File: src/rtl/dvi_in_rst_pkg.sv
// Shared types and sizing helpers for the DVI input reset sequencer.
// The state enum is also decoded by status/CSR blocks.
package dvi_in_rst_pkg;

  typedef enum logic [1:0] {
    HOLD      = 2'd0,
    WAIT_LOCK = 2'd1,
    RELEASE   = 2'd2,
    RUN       = 2'd3
  } rst_seq_state_t;

  function automatic int max3(input int a, input int b, input int c);
    int m;
    m = (a > b) ? a : b;
    return (m > c) ? m : c;
  endfunction

  function automatic int clog2_min1(input int v);
    return (v <= 2) ? 1 : $clog2(v);
  endfunction

endpackage

File: src/rtl/dvi_in_rst_timer.sv
// Load/decrement down-counter shared by all sequencer states.
// Stops at zero; load takes priority over decrement.
module dvi_in_rst_timer #(
  parameter int W = 8
) (
  input  logic         pclk1x,
  input  logic         load,
  input  logic [W-1:0] load_val,
  input  logic         dec,
  output logic         zero
);

  logic [W-1:0] cnt;

  always_ff @(posedge pclk1x) begin
    if (load)
      cnt <= load_val;
    else if (dec && cnt != '0)
      cnt <= cnt - 1'b1;
  end

  assign zero = (cnt == '0);

endmodule

File: src/rtl/dvi_in_reset_seq.sv
// Staged reset sequencer for the DVI/HDMI input path (pclk1x domain).
// Holds resets while unlocked or on request, then releases stages in order.
module dvi_in_reset_seq
  import dvi_in_rst_pkg::*;
#(
  parameter int NUM_STAGES  = 3,
  parameter int HOLD_CYCLES = 255,
  parameter int LOCK_STABLE = 64,
  parameter int STAGE_GAP   = 16,
  parameter int LOSS_CNT_W  = 8
) (
  input  logic                  pclk1x,
  input  logic                  rst,
  input  logic                  rst_request,
  input  logic                  locked,
  output logic [NUM_STAGES-1:0] rst_out,
  output logic                  ready,
  output logic [1:0]            state,
  output logic [LOSS_CNT_W-1:0] lock_loss_cnt
);

  if (NUM_STAGES < 1 || HOLD_CYCLES < 1 || LOCK_STABLE < 1 ||
      STAGE_GAP < 1 || LOSS_CNT_W < 1) begin : g_param_err
    $error("dvi_in_reset_seq: parameter below minimum");
  end

  localparam int CNT_W =
    clog2_min1(max3(HOLD_CYCLES, LOCK_STABLE, STAGE_GAP));
  localparam int STG_W =
    (NUM_STAGES > 1) ? $clog2(NUM_STAGES) : 1;

  localparam logic [CNT_W-1:0] HOLD_LD = CNT_W'(HOLD_CYCLES - 1);
  localparam logic [CNT_W-1:0] LOCK_LD = CNT_W'(LOCK_STABLE - 1);
  localparam logic [CNT_W-1:0] GAP_LD  = CNT_W'(STAGE_GAP - 1);
  localparam logic [STG_W-1:0] LAST    = STG_W'(NUM_STAGES - 1);

  rst_seq_state_t          state_q, state_d;
  logic [STG_W-1:0]        stage_q, stage_d;
  logic [NUM_STAGES-1:0]   rst_q, rst_d;
  logic                    ready_q, ready_d;
  logic [LOSS_CNT_W-1:0]   loss_q, loss_d;

  logic             abort;
  logic             t_load, t_dec, t_zero;
  logic [CNT_W-1:0] t_val;

  dvi_in_rst_timer #(
    .W (CNT_W)
  ) u_timer (
    .pclk1x   (pclk1x),
    .load     (rst | t_load),
    .load_val (rst ? HOLD_LD : t_val),
    .dec      (t_dec),
    .zero     (t_zero)
  );

  assign abort = rst_request | ~locked;

  always_ff @(posedge pclk1x) begin
    if (rst) begin
      state_q <= HOLD;
      stage_q <= '0;
      rst_q   <= '1;
      ready_q <= 1'b0;
      loss_q  <= '0;
    end else begin
      state_q <= state_d;
      stage_q <= stage_d;
      rst_q   <= rst_d;
      ready_q <= ready_d;
      loss_q  <= loss_d;
    end
  end

  always_comb begin
    state_d = state_q;
    stage_d = stage_q;
    rst_d   = rst_q;
    ready_d = ready_q;
    loss_d  = loss_q;
    t_load  = 1'b0;
    t_val   = HOLD_LD;
    t_dec   = 1'b0;
    if (abort) begin
      state_d = HOLD;
      t_load  = 1'b1;
      t_val   = HOLD_LD;
      rst_d   = '1;
      ready_d = 1'b0;
      // only a lock loss out of RUN is an event worth counting
      if (state_q == RUN && !locked && loss_q != '1)
        loss_d = loss_q + 1'b1;
    end else begin
      unique case (state_q)
        HOLD: begin
          if (t_zero) begin
            state_d = WAIT_LOCK;
            t_load  = 1'b1;
            t_val   = LOCK_LD;
          end else begin
            t_dec = 1'b1;
          end
        end
        WAIT_LOCK: begin
          if (t_zero) begin
            rst_d[0] = 1'b0;
            if (NUM_STAGES == 1) begin
              state_d = RUN;
              ready_d = 1'b1;
            end else begin
              state_d = RELEASE;
              stage_d = STG_W'(1);
              t_load  = 1'b1;
              t_val   = GAP_LD;
            end
          end else begin
            t_dec = 1'b1;
          end
        end
        RELEASE: begin
          if (t_zero) begin
            for (int k = 0; k < NUM_STAGES; k++)
              if (STG_W'(k) == stage_q)
                rst_d[k] = 1'b0;
            if (stage_q == LAST) begin
              state_d = RUN;
              ready_d = 1'b1;
            end else begin
              stage_d = stage_q + 1'b1;
              t_load  = 1'b1;
              t_val   = GAP_LD;
            end
          end else begin
            t_dec = 1'b1;
          end
        end
        RUN: begin
          rst_d   = '0;
          ready_d = 1'b1;
        end
        default: state_d = HOLD;
      endcase
    end
  end

  assign rst_out       = rst_q;
  assign ready         = ready_q;
  assign state         = state_q;
  assign lock_loss_cnt = loss_q;

endmodule

File: config.mk
export PLATFORM = sky130hd
export DESIGN_NAME = dvi_in_reset_seq
export DESIGN_NICKNAME = d
export VERILOG_FILES = /design/src/rtl/dvi_in_rst_pkg.sv /design/src/rtl/dvi_in_rst_timer.sv /design/src/rtl/dvi_in_reset_seq.sv
export SDC_FILE = /design/constraint.sdc
export NUM_CORES = 1
export LEC_CHECK = 0
export CAP_MARGIN = 20
export CORE_MARGIN = 3
export CORE_UTILIZATION = 40
export DETAILED_ROUTE_END_ITERATION = 8
export PLACE_DENSITY = 0.65
export SETUP_SLACK_MARGIN = 0.2
export SYNTH_ARGS = -nofsm -noshare
export SYNTH_HDL_FRONTEND = slang
export SYNTH_SLANG_ARGS = --single-unit
File: constraint.sdc
create_clock -name pclk1x -period 2.6 [get_ports pclk1x]
set_input_delay 0.52 -clock pclk1x [delete_from_list [all_inputs] [get_ports pclk1x]]
set_output_delay 0.52 -clock pclk1x [all_outputs]
set_load 0.02 [all_outputs]
==> flow_summary_export.csv, run 1 <==
group,metric,value,unit
sta,finClkSkew,0.0115,ns
clocking,cts.htree.levels,1,
route,via_per_inst,5.47,
pwr,power,587,µW
route,drt_iter0_drc,84,
final_layout,fin_util,51.9,%
global_routing,grt_pass1_wl,5300,µm
run_status,status,"finished, final reports clean",
route,dr.pass1.iters,4,
placement,globalplace.congestion,0.885,
logic_synthesis,synth_cell_type_count,42,
floorplan,core.rowCount,20,
logic_synthesis,ys_top_cells_by_count,"dfxtp_1 (16), nor2_1 (12), ha_1 (10)",
critical_path,start_kind,"flip-flop",
floorplan,initial_core_util,43.3,%
pwr,p_per_area,359,nW/µm²
clocking,clock-root-buffer,"clkbuf_4",
sta,period_share,85.0,%
logic_synthesis,synth_most_common_cell,"dfxtp_1",
sta,hold_violations,0,
floorplan,boundaryPins,18,
logic_synthesis,synth_nets,155,
sta,finalSetupViolCount,0,
global_routing,antenna_found_initial,0,
sta,worst_slack,0.391,ns
critical_path,cp_max_fo,10,
global_routing,grt_overflow,0,
logic_synthesis,synth_edf_count,8,
floorplan,dieWidth,64.4,µm
clocking,clkSinkCount,24,
logic_synthesis,ys_warn_count,0,
final_layout,drive_gt1_share,9.76,%
logic_synthesis,ys_ff_latch,24,
logic_synthesis,synth_top_area_cell,"dfxtp_1",
logic_synthesis,synth_seq_area_share,41.1,%
critical_path,crit_path_max_incr_delay,0.41,ns
global_routing,grt-busiest-layer,"met2",
final_layout,area_delta_synth_final,20.0,%
critical_path,arrival,2.27,ns
clocking,hold_buffers,0,
final_layout,finish.instance_area,1640,µm²
route,vias,1137,
logic_synthesis,syn_inst,141,
placement,port_buffers,17,
floorplan,die_h,64.4,µm
clocking,cts.clk_slew.worst_paths,0.14,ns
sta,worst_slew_pin_slew,0.590,ns
sta,slew_viol_final,0,
global_routing,grt_usage,16.3,%
sta,min_period,2.21,ns
global_routing,met3_usage,4.39,%
run,cap_viol_max_count,0,
placement,dp_slack,0.357,ns
logic_synthesis,syn-cell-area,1360,µm²
critical_path,crit_chain,"inv_1 > ha_2 > or2b_2 > a2111oi_4 > nor2_2 > o41ai_1 > buf_4",
final_layout,antennaDiodeCount,0,
route,wl,3010,µm
sta,fin_setup_tns,0,ns
placement,placed_cells,204,
sta,rsz0062_at_grt,"false",
critical_path,path_buf_inv,2,
sta,hold_slack,0.471,ns
logic_synthesis,synthFlopType,"dfxtp_1",
clocking,insertion_delay,0.32,ns
final_layout,fin_nets,179,
global_routing,use_met2,25.4,%
logic_synthesis,synth.top_cell.area_share,23.5,%
route,routedWlPerCell,14.5,µm
pwr,p_leak,0.585,nW
placement,placed_cell_area,1610,µm²
global_routing,met1_usage,22.1,%
logic_synthesis,syn_area_per_cell,9.67,µm²
logic_synthesis,synth_area_leaders,"dfxtp_1 (23%), edfxtp_1 (18%), ha_1 (9.2%)",
clocking,cts_made_buffers,3,
route,detail-route-antenna-nets,0,
floorplan,core_area,3150,µm²
placement,dp_hpwl,2270,µm
critical_path,worstPathRequired,2.66,ns
worst_hold_path,hold_class,"flip-flop to flip-flop",
clocking,cts_tree,"yes",
critical_path,crit_type,"flip-flop to flip-flop",
pwr,vdd_drop_max,0.248,mV
clocking,cts_buffer_depth,2,
critical_path,end_kind,"flip-flop",
final_layout,finalNonFillerCells,208,
sta,slew_headroom,60.3,%
route,drc_errors,0,
critical_path,crit_family,"compound AO/OA/AOI/OAI gates",
global_routing,grt_max_degree,14,
floorplan,die_area,4150,µm²
critical_path,slowest_stage,"a2111oi_4",
global_routing,grt_pass1_vias,1100,
logic_synthesis,async_reset_ff_share,0,%
sta,fmax,453,MHz
[power breakdown]
group	leakage, nW	total (mW)	internal (mW)	switching [mW]
Combinational	0.374	0.0249	0.0113	0.0136
Clock	0.0154	0.172	0.0563	0.116
Sequential	0.195	0.390	0.388	0.00164
Total	0.585	0.587	0.456	0.131
[layer usage]
layer	share of wire, %	wire (µm)
met3	3.0	90
met2	47	1410
met4	0.70	21
met1	49	1480
met5	0	0
[what timing repair did]
| action | 4_1_cts | 5_1_grt |
|---|---|---|
| setup endpoints to repair | 0 | 8 |
| gates resized for setup | 0 | 1 |
| setup buffers | 0 | 0 |
[tightest hold or removal path: stages (launching register included)]
cell and delay (ns):
dfxtp_1 0.33, o31ai_1 0.06, nand2_1 0.05
[kinds of logic after synthesis]
kind of cell / share of synthesized area [%]
AOI/OAI and AO/OA: 16.2
xor gates and xnor gates: 5.14
adders and majority gates: 9.17
buffers and inverters: 3.85
DFF: 41.1
muxes: 1.47
and+or+nand+nor: 23.0
[state kept, by name, indices dropped and copies added, names as in the netlist]
name	cells
rst_out	3
u_timer.cnt	8
stage_q	2
ready	1
state	2
lock_loss_cnt	8
[placed cells by master (no fill, tap or decap), types with 2 or more instances in the layout]
| master | n |
|---|---|
| a21oi_1 | 8 |
| a2bb2oi_1 | 2 |
| a31oi_1 | 2 |
| and3_1 | 3 |
| buf_4 | 5 |
| clkbuf_4 | 3 |
| clkdlybuf4s50_1 | 17 |
| dfxtp_1 | 16 |
| edfxtp_1 | 8 |
| ha_1 | 9 |
| inv_1 | 9 |
| mux2i_1 | 2 |
| nand2_1 | 8 |
| nand2b_1 | 2 |
| nand3_1 | 4 |
| nand4_1 | 3 |
| nand4b_1 | 2 |
| nor2_1 | 12 |
| nor2b_1 | 3 |
| nor3_1 | 4 |
| nor4_1 | 2 |
| o211a_1 | 2 |
| o211ai_1 | 2 |
| o21ai_0 | 6 |
| o31ai_1 | 2 |
| or3_1 | 2 |
| or4_4 | 2 |
| xnor2_1 | 5 |
| xor2_1 | 3 |
[worst paths after layout]
path	from	end	slack (ns)	cells past startpoint
hold reg to reg	rst_out[0]$_SDFFE_PP1P_	rst_out[0]$_SDFFE_PP1P_	0.47	2
setup reg to reg	state[0]$_SDFFE_PP0P_	u_timer.cnt[6]$_DFFE_PP_	0.39	7
hold / removal	rst_out[0]$_SDFFE_PP1P_	rst_out[0]$_SDFFE_PP1P_	0.47	2
setup / recovery	state[0]$_SDFFE_PP0P_	u_timer.cnt[6]$_DFFE_PP_	0.39	7
[area by class of cell]
| type | instances | area, µm² |
|---|---|---|
| repair buffers | 22 | 208 |
| flip-flops and latches | 24 | 561 |
| well taps | 44 | 55.1 |
| fillers | 311 | 1520 |
| clock inverters | 1 | 3.75 |
| clock buffers | 3 | 22.5 |
| multi-input cells | 105 | 753 |
| inverters | 9 | 33.8 |
No activity file was read; power rests on OpenSTA's default activity.
==> run 2: changes to the inputs <==
PLACE_DENSITY = 0.67   (was 0.65)
clock period = 1.81 ns   (was 2.6 ns; I/O delays follow)
==> flow_summary_export.csv, run 2 (same netlist as run 1, synthesis figures left out) <==
group,metric,value,unit
floorplan,die_h,64.4,µm
clocking,cts.clk_slew.worst_paths,0.15,ns
sta,worst_slack,-0.271,ns
floorplan,die_area,4150,µm²
placement,port_buffers,17,
clocking,hold_buffers,0,
critical_path,reg2reg_from,"u_timer.cnt[7]$_DFFE_PP_",
floorplan,initial_core_util,43.3,%
final_layout,drive_gt1_share,48.1,%
run_status,status,"finished, violations left",
critical_path,crit_type,"flip-flop to flip-flop",
route,via_per_inst,5.55,
route,drt_iter0_drc,67,
route,dr.pass1.iters,5,
final_layout,area_delta_synth_final,63.3,%
route,routedWlPerCell,18.1,µm
critical_path,cp_max_fo,8,
route,drc_errors,0,
sta,rsz0062_at_grt,"true",
run,cap_viol_max_count,0,
floorplan,dieWidth,64.4,µm
placement,globalplace.congestion,0.829,
final_layout,fin_nets,225,
sta,hold_violations,0,
global_routing,grt_pass1_wl,6500,µm
final_layout,final_cell_mix,"buf_4 (40), dlygate4sd2_1 (14), dfxtp_1 (13), nor2_1 (10), buf_6 (10)",
clocking,cts_tree,"yes",
route,wl,4600,µm
critical_path,start_kind,"flip-flop",
clocking,cts_made_buffers,3,
pwr,clkPwrFrac,29.4,%
floorplan,core_area,3150,µm²
route,vias,1409,
worst_hold_path,hold_class,"flip-flop to flip-flop",
global_routing,grt_pass1_vias,1387,
floorplan,core.rowCount,20,
sta,slew_headroom,55.1,%
pwr,p_leak,0.922,nW
sta,period_share,115,%
critical_path,arrival,2.06,ns
pwr,p_seq_share,62.1,%
global_routing,antenna_found_initial,0,
global_routing,grt_overflow,0,
clocking,cts.htree.levels,1,
critical_path,end_kind,"flip-flop",
floorplan,boundaryPins,18,
sta,finalSetupViolCount,17,
sta,hold_slack,0.454,ns
critical_path,worstPathRequired,1.79,ns
run_status,violations,"negative setup slack",
sta,worst_slew_pin_slew,0.672,ns
final_layout,antennaDiodeCount,0,
critical_path,startpoint,"u_timer.cnt[7]$_DFFE_PP_",
global_routing,grt_usage,19.5,%
pwr,vdd_drop_max,0.455,mV
route,detail-route-antenna-nets,0,
sta,finClkSkew,0.0109,ns
sta,slew_viol_final,0,
pwr,combPwrFrac,8.5,%
clocking,cts_buffer_depth,2,
pwr,p_per_area,404,nW/µm²
pwr,p_int,682,µW
clocking,clkSinkCount,24,
sta,min_period,2.08,ns
final_layout,layout_commonest_cell,"buf_4",
global_routing,grt_max_degree,14,
pwr,power,899,µW
pwr,p_sw,216,µW
pwr,sw_frac_of_total,24.1,%
sta,fmax,480,MHz
clocking,clock-root-buffer,"clkbuf_4",
worst_hold_path,min-delay-start,"rst_out[2]$_SDFFE_PP1P_",
clocking,insertion_delay,0.33,ns
placement,dp_hpwl,2580,µm
-- run 2: changes by cell type in the layout (fill, tap and decap cells not counted), sizes merged --
| cell | before | now |
|---|---|---|
| clkdlybuf4s50 | 17 | 3 |
| clkinv | 1 | 0 |
| clkbuf | 3 | 4 |
| dlygate4sd2 | 0 | 14 |
| buf | 5 | 51 |
-- run 2: path summary, 6_finish.rpt --
kind                               to  slack (ns)  depth (start not counted)
min reg2reg   rst_out[2]$_SDFFE_PP1P_        0.45                          2
max reg2reg  u_timer.cnt[6]$_DFFE_PP_       -0.27                          5
min           rst_out[2]$_SDFFE_PP1P_        0.45                          2
max          u_timer.cnt[6]$_DFFE_PP_       -0.27                          5
-- run 2: power groups by stage --
| stage | Combinational (mW) | Clock, mW | Sequential (mW) |
|---|---|---|---|
| after detailed placement | 0.0538 | 0 | 0.570 |
| after floorplan | 0.0201 | 0 | 0.570 |
| after global routing | 0.0810 | 0.303 | 0.559 |
| after CTS | 0.0642 | 0.251 | 0.558 |
| final | 0.0767 | 0.264 | 0.558 |
| after global placement | 0.0520 | 0 | 0.570 |
-- run 2: final cells by class --
class,instances,area (µm²)
Multi-Input combinational cell,105,960
Clock buffer,4,26.3
Tap cell,44,55.1
Fill cell,250,926
Sequential cell,24,567
Inverter,9,33.8
Timing Repair Buffer,68,586
-- run 2: worst max-delay path: stages, from the launching register on --
cell and delay (ns):
edfxtp_1 0.41, or4_4 0.58, a2111oi_4 0.38, buf_4 0.19, nor2_4 0.05, o41ai_4 0.12
-- run 2: per-layer routing --
layer	share of wire, %	up-vias	routed length, µm	track usage, %
met3	2.7	9	125	2.46
met1	40	708	1830	25.5
met2	55	36	2520	33.5
li1	-	656	-	-
met4	2.7	0	126	5.80
met5	0	-	0	0
-- run 2: metrics by stage --
step	TNS [ns]	cell area (µm²)	setup WS, ns	cells	utilization, %
after floorplan	-2.19	1410	-0.184	141	-
after global placement	-3.11	1890	-0.211	234	59.8
after detailed placement	-4.22	1890	-0.289	234	59.8
final	-3.64	2230	-0.271	254	70.6
after CTS	-2.00	2080	-0.178	247	65.8
after global routing	-4.68	2230	-0.325	254	70.6
-- run 2: what timing repair did --
action | 4_1_cts | 5_1_grt
setup endpoints to repair | 37 | 29
gates resized for setup | 43 | 27
pin swaps | 15 | 13
buffers inserted | 9 | 7
